--- src/rtl/alu_seq_pkg.sv ---
// Shared definitions for the ALU operand sequencer: state/fxn encodings and
// the default debounce length.
package alu_seq_pkg;

  localparam int unsigned ALU_WIDTH               = 6;
  localparam int unsigned STATE_W                 = 3;
  localparam int unsigned DEBOUNCE_CYCLES_DEFAULT = 1000000;

  typedef enum logic [STATE_W-1:0] {
    ST_ENTER_A   = 3'd0,
    ST_ENTER_B   = 3'd1,
    ST_ENTER_FXN = 3'd2,
    ST_EXEC      = 3'd3,
    ST_SHOW      = 3'd4
  } state_t;

  localparam logic [2:0] FXN_PASS_A = 3'b000;
  localparam logic [2:0] FXN_PASS_B = 3'b001;
  localparam logic [2:0] FXN_NEG_A  = 3'b010;
  localparam logic [2:0] FXN_NEG_B  = 3'b011;
  localparam logic [2:0] FXN_LT     = 3'b100;
  localparam logic [2:0] FXN_XNOR   = 3'b101;
  localparam logic [2:0] FXN_ADD    = 3'b110;
  localparam logic [2:0] FXN_SUB    = 3'b111;

endpackage

--- src/rtl/alu_operand_sequencer_btn_debounce.sv ---
// Button conditioner: 2-flop synchroniser, consecutive-mismatch debounce
// counter, and a one-cycle pulse on the debounced rising edge.
module btn_debounce #(
  parameter int unsigned DEBOUNCE_CYCLES = 4
) (
  input  logic clk,
  input  logic rst_n,
  input  logic btn,
  output logic pulse
);

  localparam int unsigned CW = (DEBOUNCE_CYCLES > 1) ? $clog2(DEBOUNCE_CYCLES) : 1;
  localparam logic [CW-1:0] CNT_LAST = CW'(DEBOUNCE_CYCLES - 1);

  logic          sync1;
  logic          sync2;
  logic          level;
  logic [CW-1:0] cnt;
  logic          mismatch_c;
  logic          accept_c;

  assign mismatch_c = sync2 != level;
  assign accept_c   = mismatch_c && (cnt == CNT_LAST);

  always_ff @(posedge clk or negedge rst_n) begin
    if (!rst_n) begin
      sync1 <= 1'b0;
      sync2 <= 1'b0;
      level <= 1'b0;
      cnt   <= '0;
      pulse <= 1'b0;
    end else begin
      sync1 <= btn;
      sync2 <= sync1;
      pulse <= accept_c && sync2;
      // Counter only advances across an unbroken run of mismatching cycles.
      if (accept_c) begin
        level <= sync2;
        cnt   <= '0;
      end else if (mismatch_c) begin
        cnt <= cnt + CW'(1);
      end else begin
        cnt <= '0;
      end
    end
  end

endmodule

--- src/rtl/alu_operand_sequencer.sv ---
// Operand/function entry controller for the 6-bit ALU; captures X/OVF for display.
// Build option: define ALU_SEQ_CHAIN_EN to chain results into operand A from SHOW.
module alu_operand_sequencer
  import alu_seq_pkg::*;
#(
  parameter int unsigned WIDTH           = ALU_WIDTH,
  parameter int unsigned DEBOUNCE_CYCLES = DEBOUNCE_CYCLES_DEFAULT
) (
  input  logic             clk,
  input  logic             rst_n,
  input  logic [WIDTH-1:0] sw,
  input  logic             btn_next,
  input  logic             btn_clear,
  output logic [WIDTH-1:0] alu_a,
  output logic [WIDTH-1:0] alu_b,
  output logic [2:0]       alu_fxn,
  input  logic [WIDTH-1:0] alu_x,
  input  logic [1:0]       alu_ovf,
  output logic [WIDTH-1:0] result_q,
  output logic [1:0]       ovf_q,
  output logic             result_valid,
  output logic [2:0]       state_o
);

  logic next_pulse;
  logic clear_pulse;

  btn_debounce #(.DEBOUNCE_CYCLES(DEBOUNCE_CYCLES)) u_db_next (
    .clk   (clk),
    .rst_n (rst_n),
    .btn   (btn_next),
    .pulse (next_pulse)
  );

  btn_debounce #(.DEBOUNCE_CYCLES(DEBOUNCE_CYCLES)) u_db_clear (
    .clk   (clk),
    .rst_n (rst_n),
    .btn   (btn_clear),
    .pulse (clear_pulse)
  );

  state_t           state_q;
  state_t           state_d;
  logic [WIDTH-1:0] alu_a_d;
  logic [WIDTH-1:0] alu_b_d;
  logic [2:0]       alu_fxn_d;
  logic [WIDTH-1:0] result_d;
  logic [1:0]       ovf_d;
  logic             valid_d;

  always_ff @(posedge clk or negedge rst_n) begin
    if (!rst_n) begin
      state_q      <= ST_ENTER_A;
      alu_a        <= '0;
      alu_b        <= '0;
      alu_fxn      <= '0;
      result_q     <= '0;
      ovf_q        <= '0;
      result_valid <= 1'b0;
    end else begin
      state_q      <= state_d;
      alu_a        <= alu_a_d;
      alu_b        <= alu_b_d;
      alu_fxn      <= alu_fxn_d;
      result_q     <= result_d;
      ovf_q        <= ovf_d;
      result_valid <= valid_d;
    end
  end

  // Next-state and register updates; clear overrides any simultaneous next.
  always_comb begin
    state_d   = state_q;
    alu_a_d   = alu_a;
    alu_b_d   = alu_b;
    alu_fxn_d = alu_fxn;
    result_d  = result_q;
    ovf_d     = ovf_q;
    valid_d   = result_valid;

    if (clear_pulse) begin
      state_d   = ST_ENTER_A;
      alu_a_d   = '0;
      alu_b_d   = '0;
      alu_fxn_d = '0;
      result_d  = '0;
      ovf_d     = '0;
      valid_d   = 1'b0;
    end else begin
      case (state_q)
        ST_ENTER_A: begin
          if (next_pulse) begin
            alu_a_d = sw;
            state_d = ST_ENTER_B;
          end
        end
        ST_ENTER_B: begin
          if (next_pulse) begin
            alu_b_d = sw;
            state_d = ST_ENTER_FXN;
          end
        end
        ST_ENTER_FXN: begin
          if (next_pulse) begin
            alu_fxn_d = sw[2:0];
            valid_d   = 1'b0;
            state_d   = ST_EXEC;
          end
        end
        ST_EXEC: begin
          // ALU inputs have been stable since the previous edge.
          result_d = alu_x;
          ovf_d    = alu_ovf;
          valid_d  = 1'b1;
          state_d  = ST_SHOW;
        end
        ST_SHOW: begin
          if (next_pulse) begin
`ifdef ALU_SEQ_CHAIN_EN
            alu_a_d = result_q;
            state_d = ST_ENTER_B;
`else
            state_d = ST_ENTER_A;
`endif
          end
        end
        default: state_d = ST_ENTER_A;
      endcase
    end
  end

  assign state_o = state_q;

endmodule

--- config.mk ---
export PLATFORM = sky130hd
export DESIGN_NAME = alu_operand_sequencer
export DESIGN_NICKNAME = d
export VERILOG_FILES = /design/src/rtl/alu_seq_pkg.sv /design/src/rtl/alu_operand_sequencer_btn_debounce.sv /design/src/rtl/alu_operand_sequencer.sv
export SDC_FILE = /design/constraint.sdc
export NUM_CORES = 1
export LEC_CHECK = 0
export CAP_MARGIN = 20
export CORE_AREA = 2 2 90 84
export DETAILED_ROUTE_END_ITERATION = 10
export DIE_AREA = 0 0 92 86
export PLACE_DENSITY = 0.72
export SLEW_MARGIN = 40
export SYNTH_ARGS = -nofsm -noshare
export SYNTH_HDL_FRONTEND = slang
export SYNTH_SLANG_ARGS = --single-unit
--- constraint.sdc ---
create_clock -name clk -period 2.3 [get_ports clk]
set_input_delay 0.345 -clock clk [delete_from_list [all_inputs] [get_ports clk]]
set_output_delay 0.345 -clock clk [all_outputs]
set_load 0.005 [all_outputs]
==> out/results.ini, run 1 <==
[status]
status=finished clean

[setup_path]
reg2reg_depth=5
endpoint_kind=flip-flop
critical-path-max-stage-delay_ns=0.64
crit_buf_inv=0
r2r_setup_slack_ns=0.20
cp.depth=5
worstReg2RegStart=u_db_next.cnt[0]$_DFF_PN0_
timing.rr.end=u_db_next.cnt[18]$_DFF_PN0_
path_cells=ha_1 > nand2_1 > or4_1 > or4_4 > a21oi_2
crit_fanout=8
crit_path_top_delay_cell=or4_1
critPathKind=reg -> reg
cp_data_required_time_ns=2.58
cpLargestDelayFamily=simple AND/OR/NAND/NOR gates
cp.arrival_ns=2.38
startpoint_type=flip-flop

[logic_synthesis]
ys_ff_latch=75
netlist.area_leader.share=0.554
syn-cell-area_mm2=0.00339
syn_avg_cell_area_um2=10.1
synthDistinctLibCells=40
syn_nets=357
synth_edf_count=0
postSynthCellCount=337
yosysSeqAreaShare=0.554
ys.flop_type=dfrtp_1
synth_warnings=0
yosys.area.top_type=dfrtp_1
synthArstFlopShare=1.00
synth_area_leaders=dfrtp_1, nor2_1, a21oi_1

[finish]
nNetsFinal=404
insertedDiodeCount=0
synthToLayoutAreaGrowth_pct=21.9
drive_gt1_frac=0.0928
final_area_mm2=0.00413
fillCellCount=575
fin_util=0.599

[sta]
rsz0062_at_grt=no
tightest_slew_ns=0.499
hold_ws_ns=0.359
final.setup_skew_ns=0.00818
min_period_over_period=0.914
hold_viol=0
max_clock_freq_ghz=0.476
slew_headroom=0.668
setup_viol=0
fin_tns_setup_ns=0
slew_viol_final=0
timing.final.crit_period_ns=2.10

[global_route]
grt.overflow.total=0
grt.total_usage=0.179
first_global_vias=2481
antenna_found_initial=0
grt_max_degree=40
grt_pass1_wl_um=11200

[drt]
drcViolationCount=0
drt_wl_total_um=6390
routedWlPerCell_um=13.3
drt-met1-wl_um=3020
vias=2568
wl_met3_um=285
drt_iter0_drc=158
final_antenna_net_count=0
drtPass1Iterations=4
top_layer=met4
viasPerCell=5.34
dr_wl_met2_um=2970

[floorplan]
core_mm2=0.00689
row_count=29
die_x_um=92
dieArea_mm2=0.00791
fp.dieH_um=86
num_io_pins=45
start_util=0.491

[placement]
placed_area_mm2=0.00394
gp_congestion=0.840
portBuffers=44
hpwlAfterDp_um=4420

[clocking]
clkSlewWorstSetupHoldPaths_ns=0.07
cts_made_buffers=9
clk_latency_ns=0.35
ctsHoldBuffers=1
h-tree-depth=3
post_cts_buffers=0
cts_tree=done
postCtsResizedCells=0
clock_sinks=75
clockRootBuffer=clkbuf_8
cts_buffer_depth=2

[power]
internal_power_uw=1860
p_sw_frac=0.219
power.density_mw_per_mm2=577
clkPwrFrac=0.398
pwr-share-seq=0.563
p_comb_frac=0.039
p_switching_uw=521
p_leak_uw=0.00171
ir_drop_uv=251

[worst_hold_path]
min-delay-start=u_db_clear.sync1$_DFF_PN0_
min_to=u_db_clear.sync2$_DFF_PN0_
whs_path_depth=0
hold_class=reg -> reg

[flow_run]
maxCapViolCount=0

-- sequential cells by signal, indices dropped and copies added (netlist names) --
name	flops
u_db_clear.sync2	1
u_db_next.level	1
u_db_clear.cnt	20
u_db_next.sync1	1
alu_fxn	3
u_db_next.sync2	1
result_valid	1
alu_a	6
result_q	6
u_db_clear.level	1
alu_b	6
u_db_next.pulse	1
u_db_next.cnt	20
u_db_clear.pulse	1
state_o	3
ovf_q	2
u_db_clear.sync1	1
-- how the worst max path moves through the flow --
| stage | start | end | slack (ns) |
|---|---|---|---|
| 6_report | u_db_next.cnt[0]$_DFF_PN0_ | u_db_next.cnt[18]$_DFF_PN0_ | 0.20 |
| 5_1_grt | u_db_next.cnt[0]$_DFF_PN0_ | u_db_next.cnt[18]$_DFF_PN0_ | 0.05 |
| 4_1_cts | u_db_clear.cnt[0]$_DFF_PN0_ | u_db_clear.cnt[16]$_DFF_PN0_ | 0.20 |
| 3_5_place_dp | u_db_next.cnt[0]$_DFF_PN0_ | u_db_next.cnt[18]$_DFF_PN0_ | 0.20 |
| 3_3_place_gp | u_db_next.cnt[0]$_DFF_PN0_ | u_db_next.cnt[18]$_DFF_PN0_ | 0.26 |
| 2_1_floorplan | u_db_next.cnt[0]$_DFF_PN0_ | u_db_next.cnt[18]$_DFF_PN0_ | 0.32 |
-- power groups by stage --
stage / clock (µW) / sequential (µW) / combinational, µW
2_1_floorplan: 0 / 1370 / 28.2
3_3_place_gp: 0 / 1370 / 94.0
3_5_place_dp: 0 / 1370 / 95.0
4_1_cts: 977 / 1340 / 97.3
5_1_grt: 1040 / 1340 / 109
6_report: 948 / 1340 / 93.6
-- Yosys cell counts (all sizes together) (4+ instances only) --
library cell,instances
nand2b,4
clkbuf,8
mux2i,12
inv,14
or3,11
nand2,25
nand3,26
xor2,11
o21ai,15
xnor2,11
buf,7
nor2,39
o31ai,7
dfrtp,75
or4,14
a21oi,26
nor3,5
nand4,5
-- cell families (layout without fill, tap and decap cells) --
| logic type | Yosys count | in the layout | synth area share |
|---|---|---|---|
| adder cells (fa/ha/maj) | 2 | 2 | 0.00739 |
| XOR/XNOR | 22 | 22 | 0.0569 |
| flip-flops | 75 | 75 | 0.554 |
| buffers and inverters | 29 | 80 | 0.0340 |
| AO/OA/AOI/OAI | 52 | 52 | 0.0861 |
| AND/OR/NAND/NOR | 144 | 144 | 0.223 |
| multiplexers | 13 | 13 | 0.0388 |
-- per-stage QoR --
step	setup WS, ns	power (µW)	cells
detailed placement	0.199	1460	465
global route	0.0510	2490	481
finish	0.197	2380	481
CTS	0.198	2420	481
global placement	0.259	1460	465
floorplan	0.322	1390	337
-- cells in the final DEF (no fill, tap or decap), types with 12 or more instances in the layout --
master           netlist  final
dfrtp_1               75     75
clkdlybuf4s50_1        0     43
nor2_1                39     39
nand2_1               25     25
a21oi_1               25     25
nand3_1               24     24
inv_1                 14     14
o21ai_0               15     14
or4_1                 12     12
mux2i_1               12     12
-- metal layers --
metal / GRT usage / vias to the layer above
met4: 0.0936 / 0
li1: - / 1276
met3: 0.0351 / 7
met1: 0.231 / 1227
met5: 0 / -
met2: 0.288 / 58
-- final cells by class --
cell class / count / area (µm²) / area share
Inverter: 14 / 52.6 / 0.0127
Timing Repair Buffer: 51 / 505 / 0.122
Multi-Input combinational cell: 233 / 1400 / 0.338
Sequential cell: 75 / 1880 / 0.455
Clock inverter: 5 / 55.1 / 0.0133
Clock buffer: 10 / 128 / 0.0309
Tap cell: 93 / 116 / 0.0282
Note: power is estimated with default switching activity, not from simulation.
==> inputs of run 2 (changes only) <==
--- a/config.mk
+++ b/config.mk
@@ -9,8 +9,10 @@
 export CORE_AREA = 2 2 90 84
 export DETAILED_ROUTE_END_ITERATION = 10
 export DIE_AREA = 0 0 92 86
+export MAX_ROUTING_LAYER = met4
 export PLACE_DENSITY = 0.72
 export SLEW_MARGIN = 40
 export SYNTH_ARGS = -nofsm -noshare
 export SYNTH_HDL_FRONTEND = slang
 export SYNTH_SLANG_ARGS = --single-unit
+export TNS_END_PERCENT = 20
==> run 2 against run 1 <==
  * Sequential power about the same
  * Fmax increased by 0.23%
  * Final cell count unchanged
  * Non-clock buffer count did not move
  * Via count is 0.19% lower
  * Die area unchanged
  * Highest routed layer unchanged
  * Setup slack improved by 0.0049 ns
  * Global-route usage up 0.53 points
  * Sequential share of layout area did not move
  * Routed wire length rose by 0.22%
==> out/results.ini, run 2 (synthesis results as in run 1) <==
[sta]
fin_tns_setup_ns=0  ; unchanged
slew_viol_final=0  ; unchanged
slew_headroom=0.667  ; was 0.668
hold_viol=0  ; unchanged
setup_ws_ns=0.202  ; was 0.197 ns
min_period_over_period=0.912  ; was 0.914
timing.final.crit_period_ns=2.10  ; about the same
max_clock_freq_ghz=0.477  ; was 0.476 GHz
final.setup_skew_ns=0.00732  ; was 0.00818 ns
rsz0062_at_grt=no  ; unchanged
tightest_slew_ns=0.500  ; was 0.499 ns
setup_viol=0  ; unchanged

[power]
p_comb_frac=0.039  ; about the same
p_switching_uw=527  ; was 521 µW
ir_drop_uv=250  ; was 251 µV
finalPower_uw=2390  ; was 2380 µW
power.density_mw_per_mm2=579  ; was 577 mW/mm²
p_sw_frac=0.221  ; was 0.219
internal_power_uw=1860  ; about the same
p_leak_uw=0.00171  ; unchanged
pwr-share-seq=0.562  ; was 0.563
clkPwrFrac=0.399  ; was 0.398

[global_route]
grt.overflow.total=0  ; unchanged
antenna_found_initial=0  ; unchanged
first_global_vias=2488  ; was 2481
grt_max_degree=40  ; unchanged
grt_pass1_wl_um=11200  ; about the same
grt.total_usage=0.184  ; was 0.179

[floorplan]
fp.dieH_um=86  ; unchanged
dieArea_mm2=0.00791  ; unchanged
row_count=29  ; unchanged
die_x_um=92  ; unchanged
start_util=0.491  ; unchanged
num_io_pins=45  ; unchanged
core_mm2=0.00689  ; unchanged

[drt]
drtPass1Iterations=4  ; unchanged
drt_iter0_drc=164  ; was 158
viasPerCell=5.33  ; was 5.34
final_antenna_net_count=0  ; unchanged
drt_wl_total_um=6400  ; was 6390 µm
vias=2563  ; was 2568
routedWlPerCell_um=13.3  ; about the same
drcViolationCount=0  ; unchanged

[clocking]
ctsHoldBuffers=1  ; unchanged
post_cts_buffers=0  ; unchanged
cts_buffer_depth=2  ; unchanged
cts_tree=done  ; unchanged
postCtsResizedCells=0  ; unchanged
clkSlewWorstSetupHoldPaths_ns=0.07  ; about the same
cts_made_buffers=9  ; unchanged
clk_latency_ns=0.35  ; about the same
h-tree-depth=3  ; unchanged
clockRootBuffer=clkbuf_8  ; unchanged
clock_sinks=75  ; unchanged

[finish]
drive_gt1_frac=0.0928  ; unchanged
fin_util=0.599  ; unchanged
seq_area_mm2=0.00188  ; unchanged
nNetsFinal=404  ; unchanged
final_common_cell=dfrtp_1  ; unchanged
multiInputGateArea_mm2=0.00140  ; unchanged
reg_top3=u_db_clear.cnt (20), u_db_next.cnt (20)  ; unchanged
synthToLayoutAreaGrowth_pct=21.9  ; unchanged
insertedDiodeCount=0  ; unchanged
fillCellCount=575  ; unchanged
final_area_mm2=0.00413  ; unchanged
final_cell_mix=dfrtp_1, clkdlybuf4s50_1, nor2_1  ; unchanged

[setup_path]
worstSetupStartpoint=u_db_next.cnt[0]$_DFF_PN0_  ; unchanged
crit_fanout=8  ; unchanged
cp_data_required_time_ns=2.58  ; about the same
startpoint_type=flip-flop  ; unchanged
cp.arrival_ns=2.38  ; about the same
endpoint_kind=flip-flop  ; unchanged
critPathKind=reg -> reg  ; unchanged
worstReg2RegStart=u_db_next.cnt[0]$_DFF_PN0_  ; unchanged

[worst_hold_path]
hold_class=reg -> reg  ; unchanged
min-delay-start=u_db_clear.sync1$_DFF_PN0_  ; unchanged

[placement]
placed_area_mm2=0.00394  ; unchanged
place_ws_ns=0.199  ; unchanged
gp_congestion=0.853  ; was 0.840
portBuffers=44  ; unchanged
hpwlAfterDp_um=4420  ; unchanged

[flow_run]
maxCapViolCount=0  ; unchanged

[status]
status=finished clean  ; unchanged

==> run 2: power by group through the flow <==
stage	Sequential, µW	Combinational (µW)	Clock, µW
after floorplan	1370	28.2	0
after global placement	1370	94.0	0
after detailed placement	1370	95.0	0
after CTS	1340	97.3	977
after global routing	1340	109	1040
final	1340	94.0	954
==> run 2: through the flow <==
step	hold slack, ns	instances
floorplan	0.0494	337
global placement	0.334	465
detailed placement	0.344	465
CTS	0.361	481
global route	0.369	481
finish	0.359	481
==> run 2: path summary, 6_finish.rpt <==
check | to | slack [ns] | cells after the start
hold / removal | u_db_clear.sync2$_DFF_PN0_ | 0.36 | 0
setup reg to reg | u_db_next.cnt[18]$_DFF_PN0_ | 0.20 | 5
setup / recovery | u_db_next.cnt[18]$_DFF_PN0_ | 0.20 | 5
hold reg to reg | u_db_clear.sync2$_DFF_PN0_ | 0.36 | 0
max in group asynchronous | u_db_next.pulse$_DFF_PN0_ | 1.23 | 3
min in group asynchronous | result_q[4]$_DFFE_PN0P_ | 0.50 | 2
==> run 2: area by class of cell <==
| class | count | share of cell area |
|---|---|---|
| Inverter | 14 | 0.0127 |
| Multi-Input combinational cell | 233 | 0.338 |
| Sequential cell | 75 | 0.455 |
| Timing Repair Buffer | 51 | 0.122 |
| Clock buffer | 10 | 0.0309 |
| Tap cell | 93 | 0.0282 |
| Clock inverter | 5 | 0.0133 |
==> run 2: metal layers <==
layer,GRT usage,share of wire
met1,0.231,0.48
met5,-,0
met2,0.288,0.45
met3,0.0351,0.043
met4,0.0936,0.023
==> run 2: worst max-delay path, stage by stage, from the launching register on <==
cell and delay, ns:
dfrtp_1 0.40, ha_1 0.23, nand2_1 0.10, or4_1 0.64, or4_4 0.53, a21oi_2 0.13
